[config.mk]
export PLATFORM = sky130hd
export DESIGN_NAME = alu_issue_stage
export DESIGN_NICKNAME = d
export VERILOG_FILES = /design/src/rtl/alu_pkg.sv /design/src/rtl/alu_issue_stage_reg_file.sv /design/src/rtl/alu_issue_stage.sv
export SDC_FILE = /design/constraint.sdc
export NUM_CORES = 2
export LEC_CHECK = 0
export BUFFER_PORTS_ARGS = -buffer_cell sky130_fd_sc_hd__buf_2
export CAP_MARGIN = 20
export CORE_MARGIN = 2
export CORE_UTILIZATION = 40
export CTS_BUF_LIST = sky130_fd_sc_hd__clkbuf_8
export CTS_CLUSTER_SIZE = 20
export DETAILED_ROUTE_END_ITERATION = 8
export GPL_ROUTABILITY_DRIVEN = 0
export PLACE_DENSITY_LB_ADDON = 0.25
export REMOVE_ABC_BUFFERS = 1
export SYNTH_ARGS = -nofsm -noshare
export SYNTH_HDL_FRONTEND = slang
export SYNTH_SLANG_ARGS = --single-unit
[constraint.sdc]
create_clock -name clk -period 6 [get_ports clk]
set_clock_uncertainty 0.1 [all_clocks]
set_input_delay 0.3 -clock clk [delete_from_list [all_inputs] [get_ports clk]]
set_output_delay 0.3 -clock clk [all_outputs]
set_load 0.01 [all_outputs]
[src/rtl/alu_pkg.sv]
// Shared ALU issue-stage package: widths, opcode encodings and
// the reserved-opcode helper used by the issue stage.
package alu_pkg;

  localparam int WIDTH = 32;
  localparam int AW    = 5;
  localparam int OPW   = 4;

  localparam logic [OPW-1:0] OP_MOVE     = 4'd0;
  localparam logic [OPW-1:0] OP_NOT      = 4'd1;
  localparam logic [OPW-1:0] OP_ADD      = 4'd2;
  localparam logic [OPW-1:0] OP_SUB      = 4'd3;
  localparam logic [OPW-1:0] OP_OR       = 4'd4;
  localparam logic [OPW-1:0] OP_AND      = 4'd5;
  localparam logic [OPW-1:0] OP_XOR      = 4'd6;
  localparam logic [OPW-1:0] OP_SLT      = 4'd7;
  localparam logic [OPW-1:0] OP_SLTU     = 4'd8;
  localparam logic [OPW-1:0] OP_MERGE_LO = 4'd9;
  localparam logic [OPW-1:0] OP_MERGE_HI = 4'd10;

  // Opcodes 11-15 retire as NOPs: no write, no wb pulse.
  function automatic logic is_reserved(input logic [OPW-1:0] op);
    return op > OP_MERGE_HI;
  endfunction

endpackage

[src/rtl/alu_issue_stage_reg_file.sv]
// 2-read/1-write register file with debug read port, r0 hard-zero.
// Ports: clk, rst_n, a/b/dbg read (addr->data), we/waddr/wdata write.
module reg_file_2r1w #(
  parameter int WIDTH = 32,
  parameter int AW    = 5
) (
  input  logic             clk,
  input  logic             rst_n,
  input  logic [AW-1:0]    a_addr,
  output logic [WIDTH-1:0] a_data,
  input  logic [AW-1:0]    b_addr,
  output logic [WIDTH-1:0] b_data,
  input  logic [AW-1:0]    dbg_addr,
  output logic [WIDTH-1:0] dbg_data,
  input  logic             we,
  input  logic [AW-1:0]    waddr,
  input  logic [WIDTH-1:0] wdata
);

  logic [WIDTH-1:0] mem [2**AW];

  always_ff @(posedge clk or negedge rst_n) begin
    if (!rst_n) begin
      for (int i = 0; i < 2**AW; i++) mem[i] <= '0;
    end else if (we && waddr != '0) begin
      mem[waddr] <= wdata;
    end
  end

  assign a_data   = (a_addr   == '0) ? '0 : mem[a_addr];
  assign b_data   = (b_addr   == '0) ? '0 : mem[b_addr];
  assign dbg_data = (dbg_addr == '0) ? '0 : mem[dbg_addr];

endmodule

[src/rtl/alu_issue_stage.sv]
// Issue stage feeding a combinational ALU: operand read with one-level
// forwarding, EX register onto alu_*, writeback of alu_result to rd.
module alu_issue_stage #(
  parameter int WIDTH = alu_pkg::WIDTH,
  parameter int AW    = alu_pkg::AW,
  parameter int OPW   = alu_pkg::OPW
) (
  input  logic             clk,
  input  logic             rst_n,
  input  logic             in_valid,
  output logic             in_ready,
  input  logic [OPW-1:0]   in_opcode,
  input  logic [AW-1:0]    in_rd,
  input  logic [AW-1:0]    in_rs,
  input  logic [AW-1:0]    in_rt,
  input  logic             hold,
  output logic [WIDTH-1:0] alu_r2,
  output logic [WIDTH-1:0] alu_r3,
  output logic [OPW-1:0]   alu_opcode,
  input  logic [WIDTH-1:0] alu_result,
  output logic             wb_valid,
  output logic [AW-1:0]    wb_rd,
  output logic [WIDTH-1:0] wb_data,
  input  logic [AW-1:0]    dbg_addr,
  output logic [WIDTH-1:0] dbg_data
);

  import alu_pkg::*;

  logic             ex_valid;
  logic [AW-1:0]    ex_rd;
  logic             ex_writes;
  logic             accept;
  logic             retire;
  logic             fwd_ok;
  logic [WIDTH-1:0] rf_a;
  logic [WIDTH-1:0] rf_b;
  logic [WIDTH-1:0] op_a;
  logic [WIDTH-1:0] op_b;

  assign in_ready  = ~hold;
  assign accept    = in_valid & ~hold;
  assign retire    = ex_valid & ~hold;
  assign ex_writes = ~is_reserved(alu_opcode);
  assign fwd_ok    = retire & ex_writes;

  reg_file_2r1w #(
    .WIDTH(WIDTH),
    .AW   (AW)
  ) u_rf (
    .clk     (clk),
    .rst_n   (rst_n),
    .a_addr  (in_rs),
    .a_data  (rf_a),
    .b_addr  (in_rt),
    .b_data  (rf_b),
    .dbg_addr(dbg_addr),
    .dbg_data(dbg_data),
    .we      (fwd_ok),
    .waddr   (ex_rd),
    .wdata   (alu_result)
  );

  // The EX result lands in the regfile on the same edge the
  // dependent instruction is captured, so it must be bypassed.
  always_comb begin
    op_a = rf_a;
    op_b = rf_b;
    if (in_rs == '0)
      op_a = '0;
    else if (fwd_ok && ex_rd == in_rs)
      op_a = alu_result;
    if (in_rt == '0)
      op_b = '0;
    else if (fwd_ok && ex_rd == in_rt)
      op_b = alu_result;
  end

  always_ff @(posedge clk or negedge rst_n) begin
    if (!rst_n) begin
      ex_valid   <= 1'b0;
      ex_rd      <= '0;
      alu_r2     <= '0;
      alu_r3     <= '0;
      alu_opcode <= '0;
    end else if (accept) begin
      ex_valid   <= 1'b1;
      ex_rd      <= in_rd;
      alu_r2     <= op_a;
      alu_r3     <= op_b;
      alu_opcode <= in_opcode;
    end else if (!hold) begin
      ex_valid   <= 1'b0;
    end
  end

  always_ff @(posedge clk or negedge rst_n) begin
    if (!rst_n) begin
      wb_valid <= 1'b0;
      wb_rd    <= '0;
      wb_data  <= '0;
    end else begin
      wb_valid <= retire & ex_writes;
      if (retire) begin
        wb_rd   <= ex_rd;
        wb_data <= alu_result;
      end
    end
  end

endmodule

==> results.cfg <==
[floorplan]
core_area_mm2 = 0.161
die-height_um = 407
die_area_mm2 = 0.166
io_pins = 199
die_w_um = 407
fp-row-count = 147
start_util_pct = 40.4

[placement]
hpwl_um = 126000
portBuffers = 198
postPlaceCellArea_mm2 = 0.0680

[final_layout]
area_delta_synth_final_pct = 12.5
drive_above_1_share_pct = 57.0
nets = 4312
final_area_mm2 = 0.0732

[timing]
setup_viol = 0
slew_headroom_pct = 15.5
worst_pin_slew_ns = 1.27
slew_violations = 0
tns_ns = 0
rsz0062_at_grt = no
hold_viol = 0
min_period_over_period_pct = 65.5
min_period_ns = 3.93
clock.fmax_mhz = 255

[clock_network]
cts_tree = done
cts_resized = 0
cts_max_path_buffers = 3
cts.sinks = 1136
clk-insertion-delay-late_ns = 0.98
cts_buffers = 205
htree_levels = 4
cts_root_buffer = clkbuf_8
clk_pin_slew_ns = 0.06

[logic_synthesis]
synthCells = 4186
synth.distinct_cells = 44
synth_top_area_share_pct = 43.7
synth_edf_count = 0
postSynth.asyncResetShare_pct = 100
synthFlopType = dfrtp_1
yosysSeqAreaShare_pct = 43.7
synth_warnings = 0
synth_area_mm2 = 0.0650
synth_area_leader_cell = dfrtp_1
ys_top_cells_by_area = dfrtp_1 (44%), mux4_2 (29%), mux2_2 (18%)
ys_ff_latch = 1136
avgSynthCellArea_um2 = 15.5

[power_and_ir_drop]
p_per_area_mw_per_mm2 = 316
vdd_drop_max_uv = 194
p_leak_nw = 32.4
p_total_mw = 23.1

[critical_path]
critPathArrivalTime_ns = 4.73
critPathLaunchType = primary input
path_max_fanout = 33
required_ns = 6.80
crit_type = primary input to flip-flop
end_kind = flip-flop

[global_routing]
overflow = 0
grt_max_degree = 168
antenna_found_initial = 11
grtUsageTotal_pct = 27.4
grt_pass1_vias = 44178
grt_pass1_wl_um = 331000

[routing]
drt_iter0_markers = 5322
wl_um = 227000
wl_per_cell_um = 34.6
firstDrtPassIters = 6
drc = 0
vias = 43862
vias_per_cell = 6.67
ant_nets = 0

[status]
status = finished clean

[worst_hold_path]
hold_path_class = flip-flop to flip-flop

[run]
max_cap_violations = 0
==> path summary, 6_finish.rpt <==
path	cells past startpoint	slack, ns	startpoint	endpoint
max	9	2.07	in_rs[3]	alu_r2[30]$_DFFE_PN0P_
min	0	0.32	u_rf.mem[1021]$_DFFE_PN0P_	u_rf.mem[1021]$_DFFE_PN0P_
max reg2reg	7	2.10	alu_opcode[1]$_DFFE_PN0P_	u_rf.mem[408]$_DFFE_PN0P_
min reg2reg	0	0.32	u_rf.mem[1021]$_DFFE_PN0P_	u_rf.mem[1021]$_DFFE_PN0P_
max in group asynchronous	4	4.20	rst_n	u_rf.mem[163]$_DFFE_PN0P_
min in group asynchronous	4	0.59	rst_n	u_rf.mem[583]$_DFFE_PN0P_
==> power by group <==
group	switching (mW)	internal, mW	leakage [nW]	total (mW)
Combinational	1.96	2.99	14.6	4.95
Clock	3.58	4.34	2.49	7.92
Sequential	1.27	8.96	15.3	10.2
==> metal layers <==
layer  GRT usage (%)  up-vias  wire length [um]
met3            7.12      436             22200
li1                -    17019                 -
met5               0        -                27
met2            40.1     2417            101000
met1            39.5    23986             96300
met4            9.27        4              7480
==> synthesized netlist by cell type, drive strengths merged (3+ instances only) <==
cell type,number
dfrtp,1136
mux2,1031
mux4,831
clkbuf,293
o22ai,248
buf,221
inv,98
nand2,74
nor4,64
a222oi,62
o21ai,33
nor2,14
nand3b,12
nand3,7
nor2b,7
nor3b,7
or3b,6
xnor2,5
xor2,5
nand4b,3
o31ai,3
==> stage by stage <==
step           worst slack (ns)  util (%)  hold WS [ns]  cells
5_1_grt                    2.03      45.5         0.333   6573
3_5_place_dp               2.21      42.3         0.304   6131
3_3_place_gp               2.28      42.2         0.295   6128
4_1_cts                    2.17      45.5         0.303   6567
6_report                   2.07      45.5         0.316   6575
2_1_floorplan              2.02         -       -0.0956   3672
==> cell type report <==
cell class	instances	area (um^2)
clock buffer	263	3620
fill	14212	87800
antenna	6	15.0
clock inverter	101	778
inverter	98	368
tap	2160	2700
multi-input combinational	2438	34300
timing repair buffer	373	2930
sequential	1136	28400
==> sequential cells by signal, indices dropped and copies added (netlist names) <==
register    flops
wb_valid        1
alu_r3         32
ex_valid        1
alu_r2         32
ex_rd           5
wb_rd           5
wb_data        32
alu_opcode      4
u_rf.mem     1024
==> worst max-delay path, stage by stage <==
cell and delay, ns:
dlygate4sd3_1 0.53, buf_2 0.30, or3_4 0.86, o31a_1 0.21, o31a_2 0.97, o311ai_0 0.28
dlygate4sd3_1 0.63, nand3_1 0.07, dlygate4sd3_1 0.54
==> placed cells by master, fill, tap and decap left out, drive strengths merged, types with 3 or more instances in the layout <==
cell type / n
clkinv: 28
xnor2: 5
dfrtp: 1136
diode: 6
a222oi: 62
inv: 162
o22ai: 248
nand4b: 3
or3b: 6
mux2: 1031
dlygate4sd3: 71
clkbuf: 264
nand3b: 12
nand2: 74
buf: 301
xor2: 5
bufinv: 9
o31ai: 3
nor2: 14
nand3: 7
o21ai: 33
nor4: 64
nor2b: 7
mux4: 831
nor3b: 7
==> repair_timing <==
item,CTS,global route
setup buffers,0,0
hold buffers,72,0
endpoints found under the hold margin,1443,0
==> cell families (layout without fill, tap and decap cells) <==
logic type	Yosys count	after routing	share of synthesized area, %
XOR/XNOR	10	10	0.135
AO/OA/AOI/OAI	361	361	3.81
multiplexers	1864	1864	46.7
other	0	6	0
AND/OR/NAND/NOR	203	203	1.71
flip-flops	1136	1136	43.7
buffers and inverters	612	835	3.98
Power figures use the tool's default switching activity.
